===== config.mk =====
export PLATFORM = sky130hd
export DESIGN_NAME = fifo_wr_arbiter
export DESIGN_NICKNAME = d
export VERILOG_FILES = /design/src/rtl/fifo_arb_pkg.sv /design/src/rtl/rr_pick.sv /design/src/rtl/fifo_wr_arbiter.sv
export SDC_FILE = /design/constraint.sdc
export NUM_CORES = 1
export LEC_CHECK = 0
export BUFFER_PORTS_ARGS = -buffer_cell sky130_fd_sc_hd__buf_2
export CORE_MARGIN = 4
export CORE_UTILIZATION = 55
export CTS_CLUSTER_SIZE = 16
export DETAILED_ROUTE_END_ITERATION = 10
export HOLD_SLACK_MARGIN = 0.06
export MAX_ROUTING_LAYER = met4
export PLACE_DENSITY = 0.9
export SKIP_CTS_REPAIR_TIMING = 1
export SLEW_MARGIN = 20
export SYNTH_ARGS = -nofsm -noshare
export SYNTH_HDL_FRONTEND = slang
export SYNTH_HIERARCHICAL = 1
export SYNTH_SLANG_ARGS = --single-unit

===== constraint.sdc =====
create_clock -name CLK -period 9.4 [get_ports CLK]
set_clock_uncertainty 0.1 [all_clocks]
set_input_delay 0.94 -clock CLK [delete_from_list [all_inputs] [get_ports CLK]]
set_output_delay 0.94 -clock CLK [all_outputs]
set_load 0.02 [all_outputs]

===== src/rtl/fifo_arb_pkg.sv =====
// Shared definitions for the FIFO write-side arbiter: FSM encoding and
// the credit counter width helper.
package fifo_arb_pkg;

   typedef enum logic [1:0] {
      ST_IDLE  = 2'd0,
      ST_ISSUE = 2'd1,
      ST_STALL = 2'd2
   } state_t;

   // Bits needed to hold 0..length free slots.
   function automatic int unsigned credit_w(input int unsigned length);
      return $clog2(length + 1);
   endfunction

endpackage


===== src/rtl/rr_pick.sv =====
// Combinational rotate-priority picker: grants the first set request after
// 'last' in circular order; 'last' itself has the lowest priority.
module rr_pick #(
   parameter int unsigned NREQ = 4
) (
   input  logic [NREQ-1:0]         req,
   input  logic [$clog2(NREQ)-1:0] last,
   output logic [NREQ-1:0]         gnt,
   output logic                    valid
);

   localparam int unsigned IDW = $clog2(NREQ);

   int unsigned    idx;
   logic [IDW-1:0] idx_w;

   // Scan offsets 1..NREQ from the last grant, take the first hit.
   always_comb begin
      gnt   = '0;
      valid = 1'b0;
      idx   = 0;
      idx_w = '0;
      for (int unsigned off = 1; off <= NREQ; off++) begin
         idx = 32'(last) + off;
         if (idx >= NREQ) idx = idx - NREQ;
         idx_w = IDW'(idx);
         if (!valid && req[idx_w]) begin
            gnt[idx_w] = 1'b1;
            valid      = 1'b1;
         end
      end
   end

endmodule


===== src/rtl/fifo_wr_arbiter.sv =====
// Round-robin arbiter sharing one FIFO write port among NREQ requesters,
// with an internal credit counter tracking FIFO free space.
// Optional burst locking is enabled by defining FIFO_WR_ARB_LOCK_EN.
module fifo_wr_arbiter
   import fifo_arb_pkg::*;
#(
   parameter int unsigned N      = 8,
   parameter int unsigned NREQ   = 4,
   parameter int unsigned LENGTH = 4
) (
   input  logic                          CLK,
   input  logic                          RST,
   input  logic [NREQ-1:0]               req,
   input  logic [NREQ*N-1:0]             data,
`ifdef FIFO_WR_ARB_LOCK_EN
   input  logic [NREQ-1:0]               lock,
`endif
   output logic [NREQ-1:0]               ack,
   input  logic                          fifo_pop,
   output logic                          fifo_we,
   output logic [N-1:0]                  fifo_a,
   output logic [$clog2(NREQ)-1:0]       grant_id,
   output logic [credit_w(LENGTH)-1:0]   credits,
   output logic                          err
);

   localparam int unsigned IDW = $clog2(NREQ);
   localparam int unsigned CW  = credit_w(LENGTH);

   state_t          state, state_next;
   logic [NREQ-1:0] elig, rr_gnt, ack_next;
   logic            rr_valid, pick_valid, pop_valid, have_credit, grant_ok;
   logic [IDW-1:0]  pick_idx, grant_next;
   logic [N-1:0]    a_next;
   logic [CW-1:0]   credits_next;
   logic            err_next;

   // A pop in the decision cycle frees a slot for that same decision.
   assign pop_valid   = fifo_pop && (credits != CW'(LENGTH));
   assign have_credit = (credits != '0) || pop_valid;

   // The requester being acked this cycle has not yet advanced its req.
   assign elig = req & ~ack;

   rr_pick #(.NREQ(NREQ)) u_pick (
      .req   (elig),
      .last  (grant_id),
      .gnt   (rr_gnt),
      .valid (rr_valid)
   );

   // Winner index: round-robin result, or the current owner while locked.
   always_comb begin
      pick_idx   = grant_id;
      pick_valid = rr_valid;
      for (int unsigned i = 0; i < NREQ; i++) begin
         if (rr_gnt[i]) pick_idx = IDW'(i);
      end
`ifdef FIFO_WR_ARB_LOCK_EN
      // Locked owner bypasses the ack mask so a burst runs every cycle.
      if (lock[grant_id] && req[grant_id]) begin
         pick_idx   = grant_id;
         pick_valid = 1'b1;
      end
`endif
   end

   // Next-state, registered outputs and credit accounting.
   always_comb begin
      state_next = ST_IDLE;
      ack_next   = '0;
      grant_next = grant_id;
      a_next     = fifo_a;
      grant_ok   = 1'b0;
      if (pick_valid) begin
         if (have_credit) begin
            grant_ok           = 1'b1;
            state_next         = ST_ISSUE;
            ack_next[pick_idx] = 1'b1;
            grant_next         = pick_idx;
            for (int unsigned i = 0; i < NREQ; i++) begin
               if (IDW'(i) == pick_idx) a_next = data[i*N +: N];
            end
         end else begin
            state_next = ST_STALL;
         end
      end
      // Credit is consumed at grant time so the counter can never underflow.
      credits_next = credits - CW'(grant_ok) + CW'(pop_valid);
      err_next     = err | (fifo_pop && !pop_valid);
   end

   // State and output registers.
   always_ff @(posedge CLK or posedge RST) begin
      if (RST) begin
         state    <= ST_IDLE;
         ack      <= '0;
         grant_id <= IDW'(NREQ - 1);
         fifo_a   <= '0;
         credits  <= CW'(LENGTH);
         err      <= 1'b0;
      end else begin
         state    <= state_next;
         ack      <= ack_next;
         grant_id <= grant_next;
         fifo_a   <= a_next;
         credits  <= credits_next;
         err      <= err_next;
      end
   end

   assign fifo_we = (state == ST_ISSUE);

endmodule


==> flow_summary.toml <==
[outcome]
status = "finished, final reports clean"

[timing]
setup_viol = 0
hold_violations = 0
maxSlewHeadroom_pct = 47.1
slew_violations = 0
fmax_mhz = 243
fin_tns_setup_ps = 0
fin_crit_ps = 4120
rsz0062_at_grt = "no"
worstMarginPinSlew_ps = 794
finalCritPeriodShare_pct = 43.9

[floorplan]
core_area_mm2 = 0.00305
initial_utilization_pct = 57.0
die_h_um = 64.3
die-area_mm2 = 0.00413
boundaryPins = 58
rows = 20
die_width_um = 64.3

[global_routing]
grt_use_total_pct = 22.8
antenna_found_initial = 0
grt_max_degree = 23
grt_overflow = 0
grt_pass1_vias = 1593
grt_pass1_wl_um = 7310

[placement]
dpl.hpwl_um = 3230
io_buffers = 57
place.gp.congestion = 0.871

[min_path]
min_path_type = "flip-flop to flip-flop"
hold_end = "err$_DFF_PP0_"
hp-start = "err$_DFF_PP0_"
hold_depth = 1

[yosys]
postSynthAreaPerCell_um2 = 8.41
ys_ff_latch = 20
netlist_area_mm2 = 0.00174
synth_ff_type = "dfrtp_1"
yosysSeqAreaShare_pct = 29.0
syn-num-nets = 257
ys_warn_count = 6
synth-edff-count = 0
synth_cells = 207
async_reset_ff_share_pct = 100
ys_types = 41

[worst_setup_path]
r2r_end = "fifo_a[1]$_DFFE_PP0P_"
r2r_setup_slack_ps = 5280
crit_arrival_ps = 4220
critical_path.max_fanout = 22
cp-start-kind = "flip-flop"
cp.required_ps = 9490
critical_path.endpoint_type = "flip-flop"
reg2reg_depth = 10
critPathKind = "flip-flop to flip-flop"
worstReg2RegStart = "grant_id[0]$_DFFE_PP1P_"

[clock_network]
cts_tree = "done"
clockRootBuffer = "clkbuf_4"
clkLatencyLatePin_ps = 310
cts.clk_slew.worst_paths_ps = 120
cts_sinks = 20
cts.htree.levels = 1
cts_buffer_depth = 2
cts_made_buffers = 3

[finish]
area_delta_synth_final_pct = 19.4
antenna_cells = 0
nNetsFinal = 308
drive_above_1_share_pct = 27.6
nFillCells = 270
multi_input_area_mm2 = 0.00107
seqCellArea_um2 = 504

[detailed_routing]
drt_iter0_drc = 66
wire_per_inst_um = 14.8
drc_errors = 0
vias = 1763
viasPerCell = 5.86
drt_first_pass_iters = 4
drt_wl_total_um = 4460
ant_nets = 0

[run]
maxCapViolCount = 0
per-layer routing:
metal	track usage, %	wire length (um)	up-vias
met1	29.6	2010	830
met4	9.23	83	0
li1	-	-	851
met3	4.39	336	8
met2	34.8	2030	74
met5	-	0	-
sequential cells by signal (all words and copies together), names as in the netlist:
| name | cells |
|---|---|
| grant_id | 2 |
| ack | 4 |
| err | 1 |
| state | 2 |
| fifo_a | 8 |
| credits | 3 |
cell families (layout without fill, tap and decap cells):
family	after synthesis	after routing	share of synthesized area [%]
simple gates	67	67	18.8
fa+ha+maj	11	11	8.33
xor+xnor	2	2	1.01
compound gates	56	56	26.1
mux	11	11	7.40
buf+inv	40	90	9.41
flops	20	20	29.0
layout by cell type (no fill, tap or decap), types with 2 or more instances in the layout:
master,synthesis,layout
nor4_1,2,2
a21boi_0,8,8
and2_1,2,2
dfstp_2,3,3
or3b_1,3,3
mux2i_1,8,8
nand4_1,2,2
a32oi_1,8,8
a31o_2,2,2
o21ai_1,2,2
nor2_1,18,18
nor3_1,3,3
dfrtp_1,17,17
nor2b_1,6,6
buf_2,5,57
nand2b_1,3,3
ha_1,10,10
nand2_1,24,24
a221o_1,4,4
o21ai_0,2,2
mux2_2,2,2
o311ai_1,8,8
xnor2_1,2,2
o211ai_1,8,8
clkbuf_4,0,3
inv_1,28,28
a2111oi_0,8,8
synthesized netlist by cell type (all sizes together), types with 5 or more instances:
master   number  area share, %
a21boi        8            3.4
inv          29            6.2
a2111oi       8            4.0
o211ai        8            3.4
clkbuf        5            1.1
dfrtp        17             24
nand2        24            5.2
a32oi         8            4.0
ha           10            7.2
o311ai        8            4.0
buf           6            2.1
nor2         18            3.9
mux2i         8            4.6
nor2b         7            2.7
worst max-delay path by stage:
stage / slack [ps] / from / end / cells after the start
6_report: 5280 / grant_id[0]$_DFFE_PP1P_ / fifo_a[1]$_DFFE_PP0P_ / 10
5_1_grt: 5040 / grant_id[1]$_DFFE_PP1P_ / fifo_a[1]$_DFFE_PP0P_ / 10
4_1_cts: 5390 / grant_id[0]$_DFFE_PP1P_ / fifo_a[1]$_DFFE_PP0P_ / 10
3_5_place_dp: 5340 / req[2] / fifo_a[1]$_DFFE_PP0P_ / 10
3_3_place_gp: 5440 / req[1] / fifo_a[5]$_DFFE_PP0P_ / 10
2_1_floorplan: 5930 / req[1] / fifo_a[7]$_DFFE_PP0P_ / 10
layout make-up:
class / instances / share of cell area, %
clock inverters: 1 / 1.44
multi-input cells: 147 / 51.6
clock buffers: 3 / 1.08
flip-flops and latches: 20 / 24.2
inverters: 29 / 5.23
well taps: 44 / 2.65
repair buffers: 57 / 13.7
worst max-delay path, stage by stage, from the launching register on:
cell and delay (ps):
dfstp_2 700, inv_1 210, ha_1 450, mux2_2 360, nand4_1 80, o21ai_0 190, a221o_1 640, nor2_1 650
a21boi_0 210, o311ai_1 280, o211ai_1 130
through the flow:
step | hold WS (ps) | cell area [um2] | util [%] | instances | worst slack, ps
floorplan | 487 | 1740 | - | 207 | 5930
global placement | 349 | 2030 | 66.4 | 297 | 5440
detailed placement | 357 | 2030 | 66.4 | 297 | 5340
CTS | 384 | 2080 | 68.1 | 301 | 5390
global route | 425 | 2080 | 68.1 | 301 | 5040
finish | 382 | 2080 | 68.1 | 301 | 5280
Power is not shown: default switching activity piles up to over one toggle a cycle in this logic, so the estimate is an artifact.
